[config.mk]
export PLATFORM = sky130hd
export DESIGN_NAME = tcam_prio_flat
export DESIGN_NICKNAME = d
export VERILOG_FILES = /design/src/rtl/tcam_prio_if.sv /design/src/rtl/tcam_prio.sv /design/src/flat_wrapper.sv
export SDC_FILE = /design/constraint.sdc
export NUM_CORES = 2
export LEC_CHECK = 0
export CAP_MARGIN = 0
export CORE_UTILIZATION = 55
export CTS_CLUSTER_SIZE = 8
export DETAILED_ROUTE_END_ITERATION = 8
export GPL_ROUTABILITY_DRIVEN = 1
export PLACE_DENSITY = 0.78
export SETUP_SLACK_MARGIN = 0.1
export SLEW_MARGIN = 20
export SYNTH_ARGS = -nofsm -noshare
export SYNTH_HDL_FRONTEND = slang
export SYNTH_SLANG_ARGS = --single-unit
[constraint.sdc]
create_clock -name clk -period 41.3 [get_ports clk]
set_input_delay 6.195 -clock clk [delete_from_list [all_inputs] [get_ports clk]]
set_output_delay 6.195 -clock clk [all_outputs]
set_load 0.01 [all_outputs]
[src/rtl/tcam_prio_if.sv]
// Bundles the search, result and rule-set signals of tcam_prio.
// The master drives the requests and the slave (the TCAM) returns results.
interface tcam_prio_if #(
  parameter int KWID  = 104,
  parameter int IDWID = 8,
  parameter int PRIOR = 8,
  parameter int AWID  = 4
);
  localparam int MASKWID  = KWID / 8;
  localparam int TOTALWID = KWID + MASKWID + PRIOR;

  // Neither channel can be back-pressured. A search is accepted on every edge where
  // i_Key_Valid=1. A set/delete is accepted on every edge where i_Set_Enable=1.
  // o_Valid qualifies o_Hit/o_Multi/o_RuleID. o_Set_Done acks each set or delete.
  logic [KWID-1:0]     i_Key;
  logic                i_Key_Valid;
  logic                o_Valid;
  logic                o_Hit;
  logic                o_Multi;
  logic [IDWID-1:0]    o_RuleID;
  logic                i_Set_Enable;
  logic                i_Set_Del;
  logic [AWID-1:0]     i_Set_Addr;
  logic [TOTALWID-1:0] i_Set_String;
  logic [IDWID-1:0]    i_Set_ID;
  logic                o_Set_Done;

  modport master (
    output i_Key, i_Key_Valid, i_Set_Enable, i_Set_Del, i_Set_Addr, i_Set_String, i_Set_ID,
    input  o_Valid, o_Hit, o_Multi, o_RuleID, o_Set_Done
  );

  modport slave (
    input  i_Key, i_Key_Valid, i_Set_Enable, i_Set_Del, i_Set_Addr, i_Set_String, i_Set_ID,
    output o_Valid, o_Hit, o_Multi, o_RuleID, o_Set_Done
  );
endinterface

[src/rtl/tcam_prio.sv]
// Register-based ternary CAM with per-byte wildcards and priority resolution.
// Stage 1 registers the match vector plus a rule snapshot. Stage 2 picks the winner.
module tcam_prio #(
  parameter int KWID     = 104,
  parameter int MASKWID  = KWID / 8,
  parameter int IDWID    = 8,
  parameter int PRIOR    = 8,
  parameter int AWID     = 4,
  parameter int DEP      = 1 << AWID,
  parameter int TOTALWID = KWID + MASKWID + PRIOR
) (
  input logic        clk,
  input logic        rst,
  tcam_prio_if.slave bus
);

  logic [KWID-1:0]    r_key   [DEP];
  logic [MASKWID-1:0] r_mask  [DEP];
  logic [PRIOR-1:0]   r_prio  [DEP];
  logic [IDWID-1:0]   r_id    [DEP];
  logic [DEP-1:0]     r_valid;

  logic               r_s1_valid;
  logic [DEP-1:0]     r_s1_match;
  logic [PRIOR-1:0]   r_s1_prio [DEP];
  logic [IDWID-1:0]   r_s1_id   [DEP];

  logic               r_o_valid;
  logic               r_o_hit;
  logic               r_o_multi;
  logic [IDWID-1:0]   r_o_id;
  logic               r_set_done;

  logic [DEP-1:0]     w_match;
  logic               w_found;
  logic               w_multi;
  logic [PRIOR-1:0]   w_best_prio;
  logic [IDWID-1:0]   w_best_id;
  logic               w_write;

  assign w_write = bus.i_Set_Enable && !bus.i_Set_Del;

  // Rule contents need no reset; only the slot valid bits gate matching.
  always_ff @(posedge clk) begin
    if (w_write) begin
      r_key[bus.i_Set_Addr]  <= bus.i_Set_String[KWID-1:0];
      r_mask[bus.i_Set_Addr] <= bus.i_Set_String[KWID +: MASKWID];
      r_prio[bus.i_Set_Addr] <= bus.i_Set_String[TOTALWID-1 -: PRIOR];
      r_id[bus.i_Set_Addr]   <= bus.i_Set_ID;
    end
  end

  always_ff @(posedge clk or negedge rst) begin
    if (!rst) begin
      r_valid    <= '0;
      r_set_done <= 1'b0;
    end else begin
      r_set_done <= bus.i_Set_Enable;
      if (bus.i_Set_Enable) r_valid[bus.i_Set_Addr] <= !bus.i_Set_Del;
    end
  end

  // Matching reads the pre-edge table, so a search sharing an edge with a set sees the old rule.
  always_comb begin
    w_match = '0;
    for (int i = 0; i < DEP; i++) begin
      w_match[i] = r_valid[i];
      for (int b = 0; b < MASKWID; b++) begin
        if (!r_mask[i][b] && (r_key[i][8*b +: 8] != bus.i_Key[8*b +: 8])) w_match[i] = 1'b0;
      end
    end
  end

  always_ff @(posedge clk) begin
    if (bus.i_Key_Valid) begin
      r_s1_prio <= r_prio;
      r_s1_id   <= r_id;
    end
  end

  always_ff @(posedge clk or negedge rst) begin
    if (!rst) begin
      r_s1_valid <= 1'b0;
      r_s1_match <= '0;
    end else begin
      r_s1_valid <= bus.i_Key_Valid;
      if (bus.i_Key_Valid) r_s1_match <= w_match;
    end
  end

  // Strict greater-than keeps the earliest (lowest-index) slot on a priority tie.
  always_comb begin
    w_found     = 1'b0;
    w_multi     = 1'b0;
    w_best_prio = '0;
    w_best_id   = '0;
    for (int i = 0; i < DEP; i++) begin
      if (r_s1_match[i]) begin
        if (w_found) w_multi = 1'b1;
        if (!w_found || (r_s1_prio[i] > w_best_prio)) begin
          w_best_prio = r_s1_prio[i];
          w_best_id   = r_s1_id[i];
        end
        w_found = 1'b1;
      end
    end
  end

  always_ff @(posedge clk or negedge rst) begin
    if (!rst) begin
      r_o_valid <= 1'b0;
      r_o_hit   <= 1'b0;
      r_o_multi <= 1'b0;
      r_o_id    <= '0;
    end else if (r_s1_valid) begin
      r_o_valid <= 1'b1;
      r_o_hit   <= w_found;
      r_o_multi <= w_multi;
      r_o_id    <= w_best_id;
    end else begin
      r_o_valid <= 1'b0;
      r_o_hit   <= 1'b0;
      r_o_multi <= 1'b0;
      r_o_id    <= '0;
    end
  end

  assign bus.o_Valid    = r_o_valid;
  assign bus.o_Hit      = r_o_hit;
  assign bus.o_Multi    = r_o_multi;
  assign bus.o_RuleID   = r_o_id;
  assign bus.o_Set_Done = r_set_done;

endmodule

[src/flat_wrapper.sv]
// flat-port wrapper written by rule: the top's interface ports become plain ports
module tcam_prio_flat 
#(
  parameter int KWID     = 104,
  parameter int MASKWID  = KWID / 8,
  parameter int IDWID    = 8,
  parameter int PRIOR    = 8,
  parameter int AWID     = 4,
  parameter int DEP      = 1 << AWID,
  parameter int TOTALWID = KWID + MASKWID + PRIOR
)
  (clk, rst, bus_i_Key, bus_i_Key_Valid, bus_i_Set_Enable, bus_i_Set_Del, bus_i_Set_Addr, bus_i_Set_String, bus_i_Set_ID, bus_o_Valid, bus_o_Hit, bus_o_Multi, bus_o_RuleID, bus_o_Set_Done);
  tcam_prio_if #(.KWID(KWID), .IDWID(IDWID), .PRIOR(PRIOR), .AWID(AWID)) bus_i ();
  input logic clk;
  input logic rst;
  input wire logic [$bits(bus_i.i_Key)-1:0] bus_i_Key;
  input wire logic [$bits(bus_i.i_Key_Valid)-1:0] bus_i_Key_Valid;
  input wire logic [$bits(bus_i.i_Set_Enable)-1:0] bus_i_Set_Enable;
  input wire logic [$bits(bus_i.i_Set_Del)-1:0] bus_i_Set_Del;
  input wire logic [$bits(bus_i.i_Set_Addr)-1:0] bus_i_Set_Addr;
  input wire logic [$bits(bus_i.i_Set_String)-1:0] bus_i_Set_String;
  input wire logic [$bits(bus_i.i_Set_ID)-1:0] bus_i_Set_ID;
  output wire logic [$bits(bus_i.o_Valid)-1:0] bus_o_Valid;
  output wire logic [$bits(bus_i.o_Hit)-1:0] bus_o_Hit;
  output wire logic [$bits(bus_i.o_Multi)-1:0] bus_o_Multi;
  output wire logic [$bits(bus_i.o_RuleID)-1:0] bus_o_RuleID;
  output wire logic [$bits(bus_i.o_Set_Done)-1:0] bus_o_Set_Done;
  assign bus_i.i_Key = bus_i_Key;
  assign bus_i.i_Key_Valid = bus_i_Key_Valid;
  assign bus_i.i_Set_Enable = bus_i_Set_Enable;
  assign bus_i.i_Set_Del = bus_i_Set_Del;
  assign bus_i.i_Set_Addr = bus_i_Set_Addr;
  assign bus_i.i_Set_String = bus_i_Set_String;
  assign bus_i.i_Set_ID = bus_i_Set_ID;
  assign bus_o_Valid = bus_i.o_Valid;
  assign bus_o_Hit = bus_i.o_Hit;
  assign bus_o_Multi = bus_i.o_Multi;
  assign bus_o_RuleID = bus_i.o_RuleID;
  assign bus_o_Set_Done = bus_i.o_Set_Done;
  tcam_prio #(.KWID(KWID), .MASKWID(MASKWID), .IDWID(IDWID), .PRIOR(PRIOR), .AWID(AWID), .DEP(DEP), .TOTALWID(TOTALWID)) u_core (.clk(clk), .rst(rst), .bus(bus_i));
endmodule
==> results.cfg <==
[placement]
place_inst = 8674
io_buffers = 257
dp_hpwl_mm = 153
place.gp.congestion = 0.905

[clock_tree]
post_cts_buffers = 0
clockBufferDepth = 4
cts_max_level = 5
holdBufCountCts = 0
numCtsBuffers = 354
clk_pin_slew_ps = 50
cts_resized = 0
cts_tree = done
root_buffer = clkbuf_16
clock-sinks = 2429
clk_latency_ps = 940

[synthesis]
synth_flop_cell = edfxtp_1
yosysTopAreaCell = edfxtp_1
netlist_instances = 6168
syn_nets = 6510
synth_area_um2 = 99700
synth_top_area_share_pct = 71.8
avgSynthCellArea_um2 = 16.2
yosysSeqAreaShare_pct = 72.9
ys_warn_count = 0
synth_cell_type_count = 91
ys_ff_latch = 2429
synthArstFlopShare_pct = 1.85
synth_edf_count = 2384
synthTopCellsByArea = edfxtp_1, xor2_1, nor4_1

[cells_and_area]
postLayoutCoreUtil_pct = 64.2
fill_cells = 12000
multi_input_area_um2 = 25700
area_growth_pct = 15.4
nNetsFinal = 7019
fin_cells = 9138
drive_gt1_share_pct = 9.20
seq_area_um2 = 72700

[sta]
final_hold_viol_count = 0
finalCriticalPeriod_ps = 35560
setup_tns_ps = 0
slew_headroom_pct = 21.8
period_share_pct = 86.1
worst_pin_slew_ps = 1160
slew_viol_final = 0
setup-violations-final = 0
fmax_mhz = 28.1
skew_ps = 69.1
rsz0062_at_grt = false

[route]
vias_per_cell = 5.96
drc = 0
antenna_left = 0
vias = 54500
wl_per_cell_um = 27.1
drt_iter0_markers = 5319
firstDrtPassIters = 5
wirelength_mm = 248

[floorplan]
fp.dieW_um = 428
start_util_pct = 55.6
core.rowCount = 155
coreArea_um2 = 179000
dieArea_um2 = 183000
die_h_um = 428
pin_count = 258

[grt]
grt_max_degree = 134
grt_pass1_vias = 54100
antenna_found_initial = 60
grtUsageTotal_pct = 26.9
grt_first_pass_wirelength_mm = 357
gr-total-overflow = 0

[pwr]
ir_worst_vdd_mv = 0.0444
power.density_nw_per_um2 = 47.8
leakagePower_uw = 0.0388

[worst_setup_path]
startpoint_type = flop
crit_buf_inv = 16
endpoint_kind = flop
path_common_cell = ha_1
required_ps = 42070
crit_path_max_incr_delay_ps = 830
crit_slowest_cell = nor2_1
cp_max_fo = 35
critical_path_class = reg -> reg
critPathTopFamily = compound AO/OA/AOI/OAI gates
crit_arrival_ps = 36340

[flow_run]
maxCapViolCount = 0

[min_path]
min_path_type = reg -> reg

[run_status]
status = completed
cell families (layout without fill, tap and decap cells):
kind of cell,Yosys count,in the layout,synth area share [%]
AOI/OAI and AO/OA,607,607,3.88
xor gates and xnor gates,1680,1680,14.8
adders and majority gates,102,102,1.27
buffers and inverters,371,963,1.41
DFF,2429,2429,72.9
muxes,62,62,0.666
other,0,23,0
and+or+nand+nor,917,917,5.08
state kept, by name (all words and copies together) (netlist names):
name,cells
u_core.bus.o_Hit,1
u_core.r_mask,208
u_core.bus.o_Valid,1
u_core.r_s1_id,128
u_core.r_valid,16
u_core.r_s1_prio,128
u_core.r_prio,128
u_core.bus.o_RuleID,8
u_core.bus.o_Multi,1
u_core.r_key,1664
u_core.r_s1_match,16
u_core.r_id,128
u_core.r_s1_valid,1
u_core.bus.o_Set_Done,1
routing by layer:
| layer | vias to the layer above | part of all wire (%) | GRT usage (%) |
|---|---|---|---|
| met5 | - | 0.090 | 0 |
| met1 | 27300 | 38 | 34.4 |
| met2 | 2635 | 49 | 44.2 |
| met4 | 36 | 4.8 | 12.8 |
| met3 | 559 | 8.4 | 5.57 |
| li1 | 23900 | - | - |
area by class of cell:
cell class / instances / area share [%]
clock buffer: 430 / 8.04
antenna: 23 / 0.0500
sequential: 2429 / 63.2
inverter: 105 / 0.343
tap: 2355 / 2.56
clock inverter: 9 / 0.0913
timing repair buffer: 419 / 3.34
multi-input combinational: 3368 / 22.4
synthesized netlist by cell type, types with 10 or more instances:
| cell | count |
|---|---|
| a211oi_1 | 30 |
| nand2_1 | 149 |
| and3_1 | 11 |
| or3_1 | 10 |
| inv_1 | 105 |
| nor3_1 | 21 |
| nor2_1 | 133 |
| a21oi_1 | 256 |
| edfxtp_1 | 2384 |
| a31oi_1 | 15 |
| nand2b_1 | 17 |
| clkbuf_1 | 210 |
| xnor2_1 | 238 |
| o21ai_0 | 107 |
| mux2i_1 | 32 |
| nor4_1 | 412 |
| o211ai_1 | 30 |
| dfrtp_1 | 45 |
| nand4_1 | 76 |
| nor2b_1 | 19 |
| xor2_1 | 1442 |
| o31ai_1 | 11 |
| ha_1 | 96 |
| a211o_1 | 11 |
| buf_1 | 48 |
| mux2_2 | 28 |
| a21o_1 | 28 |
| nand3_1 | 18 |
| and2_1 | 15 |
placed cells by master (no fill, tap or decap), types with 18 or more instances in the layout:
master,count
edfxtp_1,2384
xor2_1,1442
nor4_1,406
clkbuf_16,359
a21oi_1,256
clkdlybuf4s50_1,255
xnor2_1,238
buf_4,156
nand2_1,149
nor2_1,119
o21ai_0,107
inv_1,105
ha_1,96
nand4_1,76
clkbuf_1,71
dfrtp_1,45
mux2i_1,32
o211ai_1,30
a211oi_1,30
mux2_2,28
a21o_1,28
diode_2,23
nor3_1,21
nor2b_1,19
nand3_1,18
worst register-to-register path: cells and delay by family, from the launching register on:
family                     cells  cell delay [ps]
AOI/OAI and AO/OA             67            15690
adders and majority gates     16             4530
buffers and inverters         16             2270
DFF                            1              800
muxes                          8             2810
and+or+nand+nor               42             9280
path summary, 6_finish.rpt:
check	from	endpoint	slack (ps)	depth (start not counted)
worst max-delay path	u_core.r_s1_match[0]	u_core.bus.o_RuleID[5]	5740	149
worst min-delay path	u_core.r_prio[80]	u_core.r_s1_prio[80]	380	0
worst max register to register	u_core.r_s1_match[0]	u_core.bus.o_RuleID[5]	5740	149
worst min register to register	u_core.r_prio[80]	u_core.r_s1_prio[80]	380	0
max in group asynchronous	rst	u_core.r_valid[2]	35330	2
min in group asynchronous	rst	u_core.bus.o_RuleID[0]	5420	2
where the power goes:
part	switching [µW]	leakage (µW)	total, µW	internal (µW)
logic	162	0.0120	245	82.5
clock network	943	0.00456	2480	1540
registers	16.6	0.0223	2770	2750
stage by stage:
stage               hold slack (ps)  cell area, µm²  worst slack (ps)  total power (µW)
finish                          379          115000              5740              5500
global placement                400          106000              7430              3050
CTS                             374          115000              5360              5520
detailed placement              405          106000              5630              3060
floorplan                       372           99700             11300              2930
global route                    386          115000              2690              5640
No activity file was read; power rests on OpenSTA's default activity.
